===== config.mk =====
export PLATFORM = sky130hd
export DESIGN_NAME = mdu_issue_ctrl_flat
export DESIGN_NICKNAME = d
export VERILOG_FILES = /design/src/rtl/mdu_issue_ctrl_if.sv /design/src/rtl/mdu_issue_ctrl.sv /design/src/flat_wrapper.sv
export SDC_FILE = /design/constraint.sdc
export NUM_CORES = 1
export LEC_CHECK = 0
export ABC_AREA = 1
export BUFFER_PORTS_ARGS = -buffer_cell sky130_fd_sc_hd__buf_2
export CELL_PAD_IN_SITES_DETAIL_PLACEMENT = 0
export CELL_PAD_IN_SITES_GLOBAL_PLACEMENT = 1
export CORE_MARGIN = 2
export CORE_UTILIZATION = 35
export DETAILED_ROUTE_END_ITERATION = 12
export PLACE_DENSITY_LB_ADDON = 0.1
export SLEW_MARGIN = 20
export SYNTH_ARGS = -nofsm -noshare
export SYNTH_HDL_FRONTEND = slang
export SYNTH_SLANG_ARGS = --single-unit

===== constraint.sdc =====
create_clock -name clk -period 2.9 [get_ports clk]
set_input_delay 0.29 -clock clk [delete_from_list [all_inputs] [get_ports clk]]
set_output_delay 0.29 -clock clk [all_outputs]
set_load 0.02 [all_outputs]

===== src/rtl/mdu_issue_ctrl_if.sv =====
// Issue-controller signal bundle between the E stage, the MDU and the hazard unit.
// The master drives the stage/MDU inputs, and the slave is the controller.
interface mdu_issue_ctrl_if #(
    parameter int CNT_W = 16
);
    logic             req;
    logic [3:0]       d_md_op;
    logic [3:0]       e_md_op;
    logic             e_valid;
    logic             mdu_busy;
    logic             start_E;
    logic [3:0]       mdu_op;
    logic             stall_D;
    logic             busy_shadow;
    logic [5:0]       cycles_left;
    logic             mismatch;
    logic [CNT_W-1:0] stall_count;

    modport master (
        output req, d_md_op, e_md_op, e_valid, mdu_busy,
        input  start_E, mdu_op, stall_D, busy_shadow, cycles_left, mismatch, stall_count
    );

    modport slave (
        input  req, d_md_op, e_md_op, e_valid, mdu_busy,
        output start_E, mdu_op, stall_D, busy_shadow, cycles_left, mismatch, stall_count
    );
endinterface


===== src/rtl/mdu_issue_ctrl.sv =====
// MDU issue controller: start/op generation, D-stage hazard stall, and a shadow
// latency countdown that is cross-checked against the MDU's own busy output.
//
// state | meaning
// IDLE  | no MDU operation in flight; a mult/div in E may start
// RUN   | countdown running; cycles_left shows the remaining RUN cycles
// DONE  | hi/lo writeback cycle; the next cycle returns to IDLE
module mdu_issue_ctrl #(
    parameter int MULT_T = 5,
    parameter int DIV_T  = 10,
    parameter int CNT_W  = 16
) (
    input logic              clk,
    input logic              reset,
    mdu_issue_ctrl_if.slave  bus
);
    typedef enum logic [1:0] {IDLE, RUN, DONE} state_t;

    localparam logic [5:0] MULT_LD = 6'(MULT_T);
    localparam logic [5:0] DIV_LD  = 6'(DIV_T);

    state_t           state_q, state_d;
    logic [5:0]       cycles_left_q, cycles_left_d;
    logic             mismatch_q, mismatch_d;
    logic [CNT_W-1:0] stall_count_q, stall_count_d;

    logic e_live;
    logic e_is_muldiv;
    logic e_is_mult;
    logic d_is_md;
    logic start;
    logic busy_shadow;
    logic stall;

    always_comb begin
        e_live      = bus.e_valid && !bus.req;
        e_is_muldiv = (bus.e_md_op >= 4'd1) && (bus.e_md_op <= 4'd4);
        e_is_mult   = (bus.e_md_op == 4'd1) || (bus.e_md_op == 4'd2);
        d_is_md     = (bus.d_md_op >= 4'd1) && (bus.d_md_op <= 4'd8);
        start       = e_live && e_is_muldiv && (state_q == IDLE);
        busy_shadow = (state_q != IDLE);
        stall       = d_is_md && (busy_shadow || bus.mdu_busy || start);
    end

    always_comb begin
        state_d       = state_q;
        cycles_left_d = cycles_left_q;
        mismatch_d    = mismatch_q | (busy_shadow != bus.mdu_busy);
        stall_count_d = stall_count_q;
        if (stall && !(&stall_count_q)) begin
            stall_count_d = stall_count_q + 1'b1;
        end
        // req freezes the countdown because the MDU itself holds during req.
        case (state_q)
            IDLE: begin
                if (start) begin
                    state_d       = RUN;
                    cycles_left_d = e_is_mult ? MULT_LD : DIV_LD;
                end
            end
            RUN: begin
                if (!bus.req) begin
                    if (cycles_left_q <= 6'd1) begin
                        state_d       = DONE;
                        cycles_left_d = 6'd0;
                    end else begin
                        cycles_left_d = cycles_left_q - 6'd1;
                    end
                end
            end
            DONE: begin
                if (!bus.req) begin
                    state_d = IDLE;
                end
            end
            default: begin
                state_d       = IDLE;
                cycles_left_d = 6'd0;
            end
        endcase
    end

    always_ff @(posedge clk) begin
        if (reset) begin
            state_q       <= IDLE;
            cycles_left_q <= 6'd0;
            mismatch_q    <= 1'b0;
            stall_count_q <= '0;
        end else begin
            state_q       <= state_d;
            cycles_left_q <= cycles_left_d;
            mismatch_q    <= mismatch_d;
            stall_count_q <= stall_count_d;
        end
    end

    assign bus.start_E     = start;
    assign bus.mdu_op      = e_live ? bus.e_md_op : 4'd0;
    assign bus.stall_D     = stall;
    assign bus.busy_shadow = busy_shadow;
    assign bus.cycles_left = cycles_left_q;
    assign bus.mismatch    = mismatch_q;
    assign bus.stall_count = stall_count_q;
endmodule

===== src/flat_wrapper.sv =====
// flat-port wrapper written by rule: the top's interface ports become plain ports
module mdu_issue_ctrl_flat 
#(
    parameter int MULT_T = 5,
    parameter int DIV_T  = 10,
    parameter int CNT_W  = 16
)
  (clk, reset, bus_req, bus_d_md_op, bus_e_md_op, bus_e_valid, bus_mdu_busy, bus_start_E, bus_mdu_op, bus_stall_D, bus_busy_shadow, bus_cycles_left, bus_mismatch, bus_stall_count);
  mdu_issue_ctrl_if #(.CNT_W(CNT_W)) bus_i ();
  input logic clk;
  input logic reset;
  input wire logic [$bits(bus_i.req)-1:0] bus_req;
  input wire logic [$bits(bus_i.d_md_op)-1:0] bus_d_md_op;
  input wire logic [$bits(bus_i.e_md_op)-1:0] bus_e_md_op;
  input wire logic [$bits(bus_i.e_valid)-1:0] bus_e_valid;
  input wire logic [$bits(bus_i.mdu_busy)-1:0] bus_mdu_busy;
  output wire logic [$bits(bus_i.start_E)-1:0] bus_start_E;
  output wire logic [$bits(bus_i.mdu_op)-1:0] bus_mdu_op;
  output wire logic [$bits(bus_i.stall_D)-1:0] bus_stall_D;
  output wire logic [$bits(bus_i.busy_shadow)-1:0] bus_busy_shadow;
  output wire logic [$bits(bus_i.cycles_left)-1:0] bus_cycles_left;
  output wire logic [$bits(bus_i.mismatch)-1:0] bus_mismatch;
  output wire logic [$bits(bus_i.stall_count)-1:0] bus_stall_count;
  assign bus_i.req = bus_req;
  assign bus_i.d_md_op = bus_d_md_op;
  assign bus_i.e_md_op = bus_e_md_op;
  assign bus_i.e_valid = bus_e_valid;
  assign bus_i.mdu_busy = bus_mdu_busy;
  assign bus_start_E = bus_i.start_E;
  assign bus_mdu_op = bus_i.mdu_op;
  assign bus_stall_D = bus_i.stall_D;
  assign bus_busy_shadow = bus_i.busy_shadow;
  assign bus_cycles_left = bus_i.cycles_left;
  assign bus_mismatch = bus_i.mismatch;
  assign bus_stall_count = bus_i.stall_count;
  mdu_issue_ctrl #(.MULT_T(MULT_T), .DIV_T(DIV_T), .CNT_W(CNT_W)) u_core (.clk(clk), .reset(reset), .bus(bus_i));
endmodule

# Word-level counts from Yosys, hierarchy flattened
# Cells that the tools add are included.
# word_totals
wordCells	50
out_inout_bits	30
inputBits	13
register_bits	25
# op_classes
eq_ne	9
reduce_logical	17
n_mux	11
bitwise_logic	2
magnitude_cmp	5
add_sub_neg	2
# ops
op	count
$mux W6	3
$pmux W6 S3	1
$add A16 B1 Y16 const B	1
$reduce_and A16 Y1	1
$ge A4 B1 Y1 const B	2
$mux W2	4
$mux W4	2
$logic_and A1 B1 Y1	7
$le A6 B1 Y1 const B	1
$ne A2 B2 Y1 const B	3
$pmux W2 S3	1
$sub A6 B1 Y6 const B	1
$eq A4 B1 Y1 const B	1
$eq A4 B2 Y1 const B	1
$le A4 B3 Y1 const B	1
$le A4 B4 Y1 const B	1
$reduce_and A4 Y1	1
$logic_or A1 B1 Y1	3
$reduce_and A3 Y1	1
$eq A2 B1 Y1 const B	1
$eq A2 B2 Y1 const B	1
$logic_not A1 Y1	2
$logic_not A2 Y1	1
$ne A2 B1 Y1 const B	1
4 further kinds	4

# Depth between registers and ports, before layout
# Gate-level depths: netlist of run 1.
# logic_depth
depth_word	7
ltp_mapped	9
mapped_depth_nobuf	9

# Worst setup path before layout of run 1
# OpenSTA, ideal clock, no wires.
# synth_path
path_kind	reg-to-reg
start	register u_core.stall_count_q[0], in the netlist u_core.bus.stall_count[0]
end	register u_core.stall_count_q[15], in the netlist u_core.bus.stall_count[15]
t_arrival_ns	1.615
n_path_buf	1
slack_ns	1.150
required_time_ns	2.765
setup_ns	0.135
stages_incl_launch_ff	8
synth_period_minus_slack_ns	1.750
path_cell_list	dfxtp_1 -> ha_1 -> nand3_2 -> inv_2 -> nand4_4 -> clkbuf_1 -> nand3_1 -> a21oi_2
# synth_via
elab_chain_cells	3
word_cells_on_any_way	4
cone_classes	add/sub (1); reduce/logical (3)
# synth_rtl
item	line_no	rtl
start: declaration	mdu_issue_ctrl.sv:25	logic [CNT_W-1:0] stall_count_q, stall_count_d;
start signal: assignment	mdu_issue_ctrl.sv:93	stall_count_q <= stall_count_d;
parallel branches: the longest is 3 deep, another holds $add A16 B1 Y16	-	
# Several ways; the timed one is not identified.
# A chain may end at the register's enable or synchronous reset.

# Worst setup path in the final report of run 1
# layout_path
start	register u_core.stall_count_q[0], in the netlist u_core.bus.stall_count[0]
end	register u_core.stall_count_q[9], in the netlist u_core.bus.stall_count[9]
# The elaborated chain is that of the path after synthesis.

==> flow_metrics.py, run 1 <==
metrics = {
    "pwr": {
        "leakage_nw": 0.8741,
        "ir_worst_vdd_uv": 141.3,
        "p_int_w": 0.0004859,
        "switching_share": 0.2888,
        "power-per-cell-area_mw_per_mm2": 333.6,
        "power_switching_w": 0.0001974,
        "p_comb_frac": 0.168,
        "p_seq_frac": 0.522,
        "p_clk_frac": 0.311,
    },
    "global_route": {
        "grt_max_degree": 26,
        "global_route.usage.met3": 0.02575,
        "grtUsageTotal": 0.1679,
        "antenna_found_initial": 0,
        "gr-usage-met2": 0.3088,
        "grt_pass1_wl_um": 7307,
        "gr-max-usage-layer": "met2",
        "grt_pass1_vias": 1645,
        "overflow": 0,
        "use_met1": 0.2036,
    },
    "finish": {
        "layout_commonest_cell": "nand2_1",
        "final_nets": 322,
        "num_antenna_cells": 0,
        "area_delta_synth_final_pct": 17.77,
        "layout_common_cells": "76 x nand2_1, 42 x buf_2, 29 x nor2_1",
        "drive_above_1_share": 0.2467,
    },
    "timing": {
        "setup_ws_ns": 0.9085,
        "period_minus_slack_ns": 1.991,
        "worst_pin_slew_ns": 0.6343,
        "clock_skew_ns": 0.003435,
        "rsz0062_at_grt": "false",
        "setup_tns_ns": 0,
        "slew_viol_final": 0,
        "fin_crit_sh": 0.6867,
        "setup_violations": 0,
        "relSlewSlack": 0.5757,
        "hold_viol_final": 0,
        "fmax_ghz": 0.5021,
    },
    "outcome": {
        "outcome": "finished, final reports clean",
    },
    "worst_setup_path": {
        "arrival_ns": 2.19,
        "startpoint_type": "flop",
        "path_cells": "ha_1 -> nand3_2 -> inv_2 -> nand4_4 -> nand3_4 -> nand2_1 -> a21oi_1",
        "worstSetupPathType": "flop to flop",
        "crit_family": "simple AND/OR/NAND/NOR gates",
        "cp_slowest_cell": "dfxtp_1",
        "critPathMaxStageDelay_ns": 0.46,
        "required_ns": 3.10,
        "cp.buffers_inverters": 1,
        "worst-path-max-fanout": 17,
        "endpoint_kind": "flop",
    },
    "floorplanning": {
        "rows": 25,
        "pin_count": 43,
        "initial_utilization": 0.3658,
        "core_mm2": 0.004755,
        "die_h_um": 74.49,
        "die_area_mm2": 0.005549,
        "die_w_um": 74.49,
    },
    "synth": {
        "syn_area_mm2": 0.001739,
        "synth-seq-cells": 25,
        "synth_cell_types": 26,
        "synth_area_per_cell_um2": 6.613,
        "seq_area_frac_synth": 0.2878,
        "synthTopCellsByArea": "dfxtp_1 29%, nand2_1 16%, nor2_1 6.3%, a21oi_2 5.5%, nand3_1 5.5%",
        "synth_area_leader_cell": "dfxtp_1",
        "synth_top_area_frac": 0.2878,
        "synth_warnings": 0,
        "synthesis.instances": 263,
        "synth_fp_nets": 280,
    },
    "placement": {
        "place.port_buffers": 42,
        "hpwl_um": 3278,
        "finalWeightedCongestion": 0.8612,
        "pre_cts_ws_ns": 0.9414,
    },
    "detailed_routing": {
        "post-route-drc-count": 0,
        "drtIter0Drc": 41,
        "routed_wirelength_um": 4295,
        "wl_per_cell_um": 11.58,
        "vias_per_cell": 4.776,
        "ant_nets": 0,
        "num_vias": 1772,
        "first_pass_iters": 4,
    },
    "clocking": {
        "ctsHtreeMaxLevel": 1,
        "cts_resized": 0,
        "postCtsSetupBuffers": 0,
        "path_clk_slew_ns": 0.09,
        "cts_tree": "done",
        "clk_latency_ns": 0.27,
        "cts-hold-fix-buffers": 0,
        "cts_buffer_depth": 2,
        "root_buffer": "clkbuf_8",
        "cts_buffers": 3,
        "cts.sinks": 25,
    },
    "hold_path": {
        "hp-class": "input pin to flop",
    },
    "flow_run": {
        "maxCapViolations": 0,
    },
}
-- power by group through the flow --
stage | logic [W] | clock network [W] | registers [W]
after floorplan | 0.0000778 | 0 | 0.000370
after global placement | 0.000116 | 0 | 0.000364
after detailed placement | 0.000116 | 0 | 0.000364
after CTS | 0.000116 | 0.000218 | 0.000356
after global routing | 0.000130 | 0.000235 | 0.000358
final | 0.000115 | 0.000212 | 0.000356
-- kinds of logic (layout without fill, tap and decap cells) --
group | count (synthesis) | in the layout | synth area share
xor+xnor | 8 | 8 | 0.04029
flops | 25 | 25 | 0.2878
fa+ha+maj | 4 | 4 | 0.02878
simple gates | 160 | 160 | 0.4403
compound gates | 35 | 35 | 0.1273
buf+inv | 31 | 72 | 0.07554
-- flip-flops by register name (all words and copies together) (netlist names) --
signal and flops:
u_core.bus.cycles_left 6, u_core.bus.mismatch 1, u_core.state_q 2, u_core.bus.stall_count 16
-- final cells by class --
| type | instances | area (µm²) |
|---|---|---|
| Fill cell | 526 | 2706 |
| Multi-Input combinational cell | 207 | 1107 |
| Sequential cell | 25 | 500.5 |
| Timing Repair Buffer | 43 | 217.7 |
| Inverter | 25 | 93.84 |
| Tap cell | 67 | 83.83 |
| Clock buffer | 4 | 45.04 |
-- synthesized netlist by cell type --
library cell  number
nand3_4            1
buf_8              1
nand2_1           76
nand4_1           15
inv_2              1
o21ai_0            7
nor2_2             3
dfxtp_1           25
buf_4              1
xnor2_1            3
o211ai_1           1
a21oi_2           11
inv_1             24
nor2_4             1
a21oi_1           15
nor3_2             1
nor2_1            29
o21bai_1           1
nand2_2            7
nand3_1           19
nand3_2            3
xor2_1             5
clkbuf_1           4
ha_1               4
nand3b_1           4
nand4_4            1
-- final timing paths --
path	startpoint	end	slack [ns]	cells after the start
worst min register to register	u_core.bus.mismatch	u_core.bus.mismatch	0.47	2
worst min-delay path	bus_req	u_core.state_q[1]	0.32	3
worst max-delay path	u_core.bus.stall_count[0]	u_core.bus.stall_count[9]	0.91	7
worst max register to register	u_core.bus.stall_count[0]	u_core.bus.stall_count[9]	0.91	7
-- metrics by stage --
stage	std cells	cell area (µm²)	total power (W)	hold WS, ns	utilization
3_5_place_dp	367	2003	0.0004801	0.4544	0.4213
2_1_floorplan	263	1739	0.0004480	0.4590	-
4_1_cts	371	2048	0.0006909	0.3133	0.4308
6_report	371	2048	0.0006833	0.3169	0.4308
5_1_grt	371	2048	0.0007230	0.3330	0.4308
3_3_place_gp	367	2003	0.0004801	0.4524	0.4213
-- routing by layer --
layer  vias up  share of wire
li1        945              -
met1       794           0.48
met2        29           0.48
met3         4          0.028
met4         0         0.0098
met5         -              0
-- worst reg2reg max path, cell delays in order, from the launching register on --
cell and delay [ns]:
dfxtp_1 0.46, ha_1 0.35, nand3_2 0.14, inv_2 0.13, nand4_4 0.27, nand3_4 0.34, nand2_1 0.09, a21oi_1 0.15
Note: power is estimated with default switching activity, not from simulation.
==> run 2: changes to the inputs <==
CORE_UTILIZATION = 33   (was 35)
clock period = 1.6 ns   (was 2.9 ns; I/O delays follow)
==> flow_metrics.py, run 2 (same netlist as run 1, synthesis figures left out) <==
metrics = {
    "worst_setup_path": {
        "required_ns": 1.44,
        "endpoint_kind": "output port",
        "startpoint_type": "flop",
        "arrival_ns": 1.37,
        "worst-path-max-fanout": 10,
        "worstSetupPathType": "flop to output port",
    },
    "global_route": {
        "grtUsageTotal": 0.1659,
        "grt_pass1_vias": 1800,
        "grt_max_degree": 26,
        "grt_pass1_wl_um": 8148,
        "antenna_found_initial": 0,
        "overflow": 0,
    },
    "clocking": {
        "root_buffer": "clkbuf_8",
        "cts.sinks": 25,
        "path_clk_slew_ns": 0.09,
        "ctsHtreeMaxLevel": 1,
        "cts-hold-fix-buffers": 0,
        "cts_buffers": 3,
        "clk_latency_ns": 0.27,
        "cts_buffer_depth": 2,
        "cts_tree": "done",
    },
    "floorplanning": {
        "initial_utilization": 0.3405,
        "die_w_um": 76.60,
        "die_area_mm2": 0.005867,
        "rows": 26,
        "core_mm2": 0.005107,
        "pin_count": 43,
        "die_h_um": 76.60,
    },
    "finish": {
        "stdcell_area_mm2": 0.002331,
        "final_nets": 353,
        "area_delta_synth_final_pct": 34.03,
        "final_util": 0.4564,
        "layout_commonest_cell": "nand2_1",
        "layout_common_cells": "75 x nand2_1, 41 x buf_2, 32 x buf_4",
        "largest_reg_flops": 16,
        "num_antenna_cells": 0,
        "drive_above_1_share": 0.3433,
    },
    "timing": {
        "whs_ns": 0.1824,
        "clock_skew_ns": 0.005803,
        "hold_viol_final": 0,
        "worst_pin_slew_ns": 0.5904,
        "setup_violations": 0,
        "period_minus_slack_ns": 1.526,
        "relSlewSlack": 0.6064,
        "rsz0062_at_grt": "true",
        "fmax_ghz": 0.6554,
        "setup_ws_ns": 0.07430,
        "slew_viol_final": 0,
        "fin_crit_sh": 0.9536,
    },
    "detailed_routing": {
        "ant_nets": 0,
        "num_vias": 1877,
        "wl_per_cell_um": 11.47,
        "vias_per_cell": 4.635,
        "post-route-drc-count": 0,
        "first_pass_iters": 4,
        "drtIter0Drc": 56,
        "routed_wirelength_um": 4647,
    },
    "placement": {
        "finalWeightedCongestion": 0.8019,
        "postPlaceCellArea_mm2": 0.002208,
        "pre_cts_ws_ns": 0.1092,
        "hpwl_um": 3541,
        "place.port_buffers": 42,
    },
    "hold_path": {
        "hp-class": "input pin to flop",
    },
    "pwr": {
        "power-per-cell-area_mw_per_mm2": 556.3,
        "ir_worst_vdd_uv": 280.2,
        "leakage_nw": 1.040,
    },
    "flow_run": {
        "maxCapViolations": 0,
    },
    "outcome": {
        "outcome": "finished, final reports clean",
    },
}
==> run 2: final timing paths <==
| kind | slack (ns) | end | depth (start not counted) | startpoint |
|---|---|---|---|---|
| worst max-delay path | 0.07 | bus_stall_D | 5 | u_core.state_q[0] |
| worst min-delay path | 0.18 | u_core.state_q[1] | 3 | bus_req |
| worst min register to register | 0.47 | u_core.bus.mismatch | 2 | u_core.bus.mismatch |
| worst max register to register | 0.14 | u_core.bus.cycles_left[5] | 8 | u_core.bus.cycles_left[0] |
==> run 2: repair_timing <==
item,4_1_cts,5_1_grt
buffers inserted,1,4
endpoints found under the setup margin,1,5
endpoints found under the hold margin,0,0
resized for setup,7,8
pin swaps,1,2
==> run 2: final cells by class <==
class	instances	area [µm²]
fill	583	2776
tap	70	87.58
clock buffer	4	45.04
timing repair buffer	74	456.7
multi-input combinational	207	1137
sequential	25	510.5
inverter	25	93.84
==> run 2: through the flow <==
stage / instances / TNS, ns / power (W)
floorplan: 263 / 0 / 0.0008132
global placement: 396 / 0 / 0.0009007
detailed placement: 396 / 0 / 0.0008993
CTS: 401 / 0 / 0.001307
global route: 405 / -0.04055 / 0.001380
finish: 405 / 0 / 0.001297
==> run 2: power breakdown <==
part | leakage, nW | internal, W | switching [W]
Clock | 0.0228 | 0.000178 | 0.000213
Sequential | 0.205 | 0.000633 | 0.00000950
Combinational | 0.812 | 0.000107 | 0.000157
Total | 1.04 | 0.000918 | 0.000379
==> run 2: critical path, cell delays in order (launching register included) <==
cell	delay, ns
dfxtp_2	0.35
nor2_4	0.18
nand3_4	0.13
a21oi_2	0.15
buf_6	0.15
buf_4	0.14
==> run 2: per-layer routing <==
metal / track usage / vias to the layer above / part of all wire
met4: 0.03091 / 0 / 0.0099
met2: 0.3035 / 31 / 0.49
li1: - / 1008 / -
met3: 0.02607 / 4 / 0.033
met5: 0 / - / 0
met1: 0.2058 / 834 / 0.46
==> run 3: changes to the inputs <==
ABC_AREA = unset   (was 1)
==> flow_metrics.py, run 3 <==
metrics = {
    "outcome": {
        "outcome": "finished with violations",
        "failed_checks": "negative setup slack",
    },
    "synth": {
        "synth_fp_nets": 194,
        "synthArstFlopShare": 0,
        "syn_area_mm2": 0.001449,
        "synth_warnings": 0,
        "synthFlopType": "dfxtp_1",
        "ys_top_cells_by_count": "25 x dfxtp_1, 24 x nor2_1, 14 x a21oi_1, 12 x o21ai_0",
        "synth_area_per_cell_um2": 8.186,
        "synth_area_leader_cell": "dfxtp_1",
        "synth_edf_count": 0,
        "synth_cell_types": 41,
        "synthesis.instances": 177,
        "seq_area_frac_synth": 0.3454,
        "yosysMostFrequentCell": "dfxtp_1",
        "synth_top_area_frac": 0.3454,
        "synthTopCellsByArea": "dfxtp_1 35%, nor2_1 6.2%, a21oi_1 4.8%, or3_1 4.3%, o21ai_0 4.1%",
        "synth-seq-cells": 25,
    },
    "finish": {
        "n_fill_cell": 414,
        "largest_reg_flops": 16,
        "area_delta_synth_final_pct": 62.61,
        "layout_common_cells": "44 x buf_4, 41 x buf_2, 22 x nor2_1",
        "layout_commonest_cell": "buf_4",
        "multi_input_area_mm2": 0.001035,
        "final_util": 0.5487,
        "num_antenna_cells": 0,
        "regArea_um2": 548.0,
        "drive_above_1_share": 0.5543,
        "final_nets": 285,
    },
    "detailed_routing": {
        "drtIter0Drc": 63,
        "num_vias": 1618,
        "first_pass_iters": 4,
        "ant_nets": 0,
        "post-route-drc-count": 0,
        "wl_per_cell_um": 13.22,
        "routed_wirelength_um": 4217,
        "vias_per_cell": 5.072,
    },
    "floorplanning": {
        "rows": 24,
        "initial_utilization": 0.3374,
        "core_mm2": 0.004294,
        "die_w_um": 70.26,
        "die_h_um": 70.26,
        "die_area_mm2": 0.004936,
        "pin_count": 43,
    },
    "placement": {
        "hpwl_um": 3147,
        "place.port_buffers": 42,
        "finalWeightedCongestion": 0.7786,
    },
    "pwr": {
        "leakage_nw": 0.9856,
        "power-per-cell-area_mw_per_mm2": 574.9,
        "ir_worst_vdd_uv": 294.5,
    },
    "clocking": {
        "cts.sinks": 25,
        "cts_tree": "done",
        "root_buffer": "clkbuf_8",
        "cts-hold-fix-buffers": 0,
        "ctsHtreeMaxLevel": 1,
        "cts_buffers": 3,
        "path_clk_slew_ns": 0.09,
        "clk_latency_ns": 0.27,
        "cts_buffer_depth": 2,
    },
    "hold_path": {
        "hp-class": "input pin to flop",
        "hp-start": "reset",
    },
    "worst_setup_path": {
        "worst-path-stages": 5,
        "worstSetupPathType": "flop to flop",
        "required_ns": 1.77,
        "worst-path-max-fanout": 4,
        "r2r_cells": 5,
        "arrival_ns": 2.00,
        "cp_slowest_cell": "or4_4",
        "crit_path_end": "u_core.bus.stall_count[11]",
        "critPathMaxStageDelay_ns": 0.56,
        "cp.buffers_inverters": 0,
        "reg2reg_slack_ns": -0.24,
        "endpoint_kind": "flop",
        "crit_family": "simple AND/OR/NAND/NOR gates",
        "startpoint_type": "flop",
        "rr_endpoint": "u_core.bus.stall_count[11]",
        "crit_start": "u_core.bus.stall_count[8]",
        "r2r_start": "u_core.bus.stall_count[8]",
        "path_cells": "nand4_1 -> or4_4 -> o211ai_4 -> nor4_2 -> mux2_1",
    },
    "timing": {
        "worst_pin_slew_ns": 0.4922,
        "fin_crit_sh": 1.147,
        "clock_skew_ns": 0.003991,
        "period_minus_slack_ns": 1.835,
        "fmax_ghz": 0.5449,
        "hold_viol_final": 0,
        "slew_viol_final": 0,
        "whs_ns": 0.3066,
        "relSlewSlack": 0.6719,
        "setup_violations": 19,
        "setup_ws_ns": -0.2351,
        "rsz0062_at_grt": "true",
    },
    "global_route": {
        "overflow": 0,
        "grt_pass1_vias": 1664,
        "grt_max_degree": 27,
        "antenna_found_initial": 0,
        "grt_pass1_wl_um": 7079,
        "grtUsageTotal": 0.1748,
    },
    "flow_run": {
        "maxCapViolations": 0,
    },
}
run 3: kinds of logic (layout without fill, tap and decap cells):
logic type      after synthesis  in the layout  synth area share
compound gates               40             40            0.1874
mux                           2              2           0.01468
fa+ha+maj                     4              4           0.03454
flops                        25             25            0.3454
simple gates                 80             80            0.2962
buf+inv                      16            106           0.04835
xor+xnor                     10             10           0.07340
run 3: final cells by class:
type	instances	share of cell area
Tap cell	52	0.02762
Clock buffer	3	0.01753
Multi-Input combinational cell	136	0.4392
Sequential cell	25	0.2326
Inverter	11	0.01965
Clock inverter	1	0.003717
Timing Repair Buffer	91	0.2597
run 3: timing repair:
item | 4_1_cts | 5_1_grt
buffers inserted | 4 | 3
pin swaps | 8 | 18
setup endpoints to repair | 22 | 25
resized for setup | 21 | 17
run 3: metrics by stage:
step	cells	area [µm²]	total power (W)	setup WS (ns)	TNS [ns]
floorplan	177	1560	0.0008129	-0.2307	-1.650
global placement	309	2137	0.0009202	-0.1705	-1.662
detailed placement	309	2137	0.0009276	-0.2160	-2.235
CTS	317	2278	0.001369	-0.2384	-2.463
global route	319	2356	0.001430	-0.3028	-4.135
finish	319	2356	0.001355	-0.2351	-2.598
run 3: layer usage:
layer | up-vias | GRT usage | part of all wire
met1 | 754 | 0.1843 | 0.40
met2 | 34 | 0.3375 | 0.54
met4 | 0 | 0.07906 | 0.026
li1 | 821 | - | -
met3 | 9 | 0.02309 | 0.032
met5 | - | 0 | 0
run 3: how the worst min path moves through the flow:
| stage | to | slack [ns] | depth (start not counted) |
|---|---|---|---|
| detailed placement | u_core.bus.mismatch | 0.47 | 2 |
| floorplan | u_core.state_q[1] | 0.33 | 2 |
| global route | u_core.bus.stall_count[7] | 0.32 | 2 |
| finish | u_core.bus.cycles_left[0] | 0.31 | 2 |
| CTS | u_core.bus.stall_count[7] | 0.31 | 2 |
| global placement | u_core.bus.mismatch | 0.45 | 2 |
run 3: power breakdown:
part           internal (W)  switching (W)
Combinational      0.000154       0.000164
Clock              0.000183       0.000219
Sequential         0.000626      0.0000102
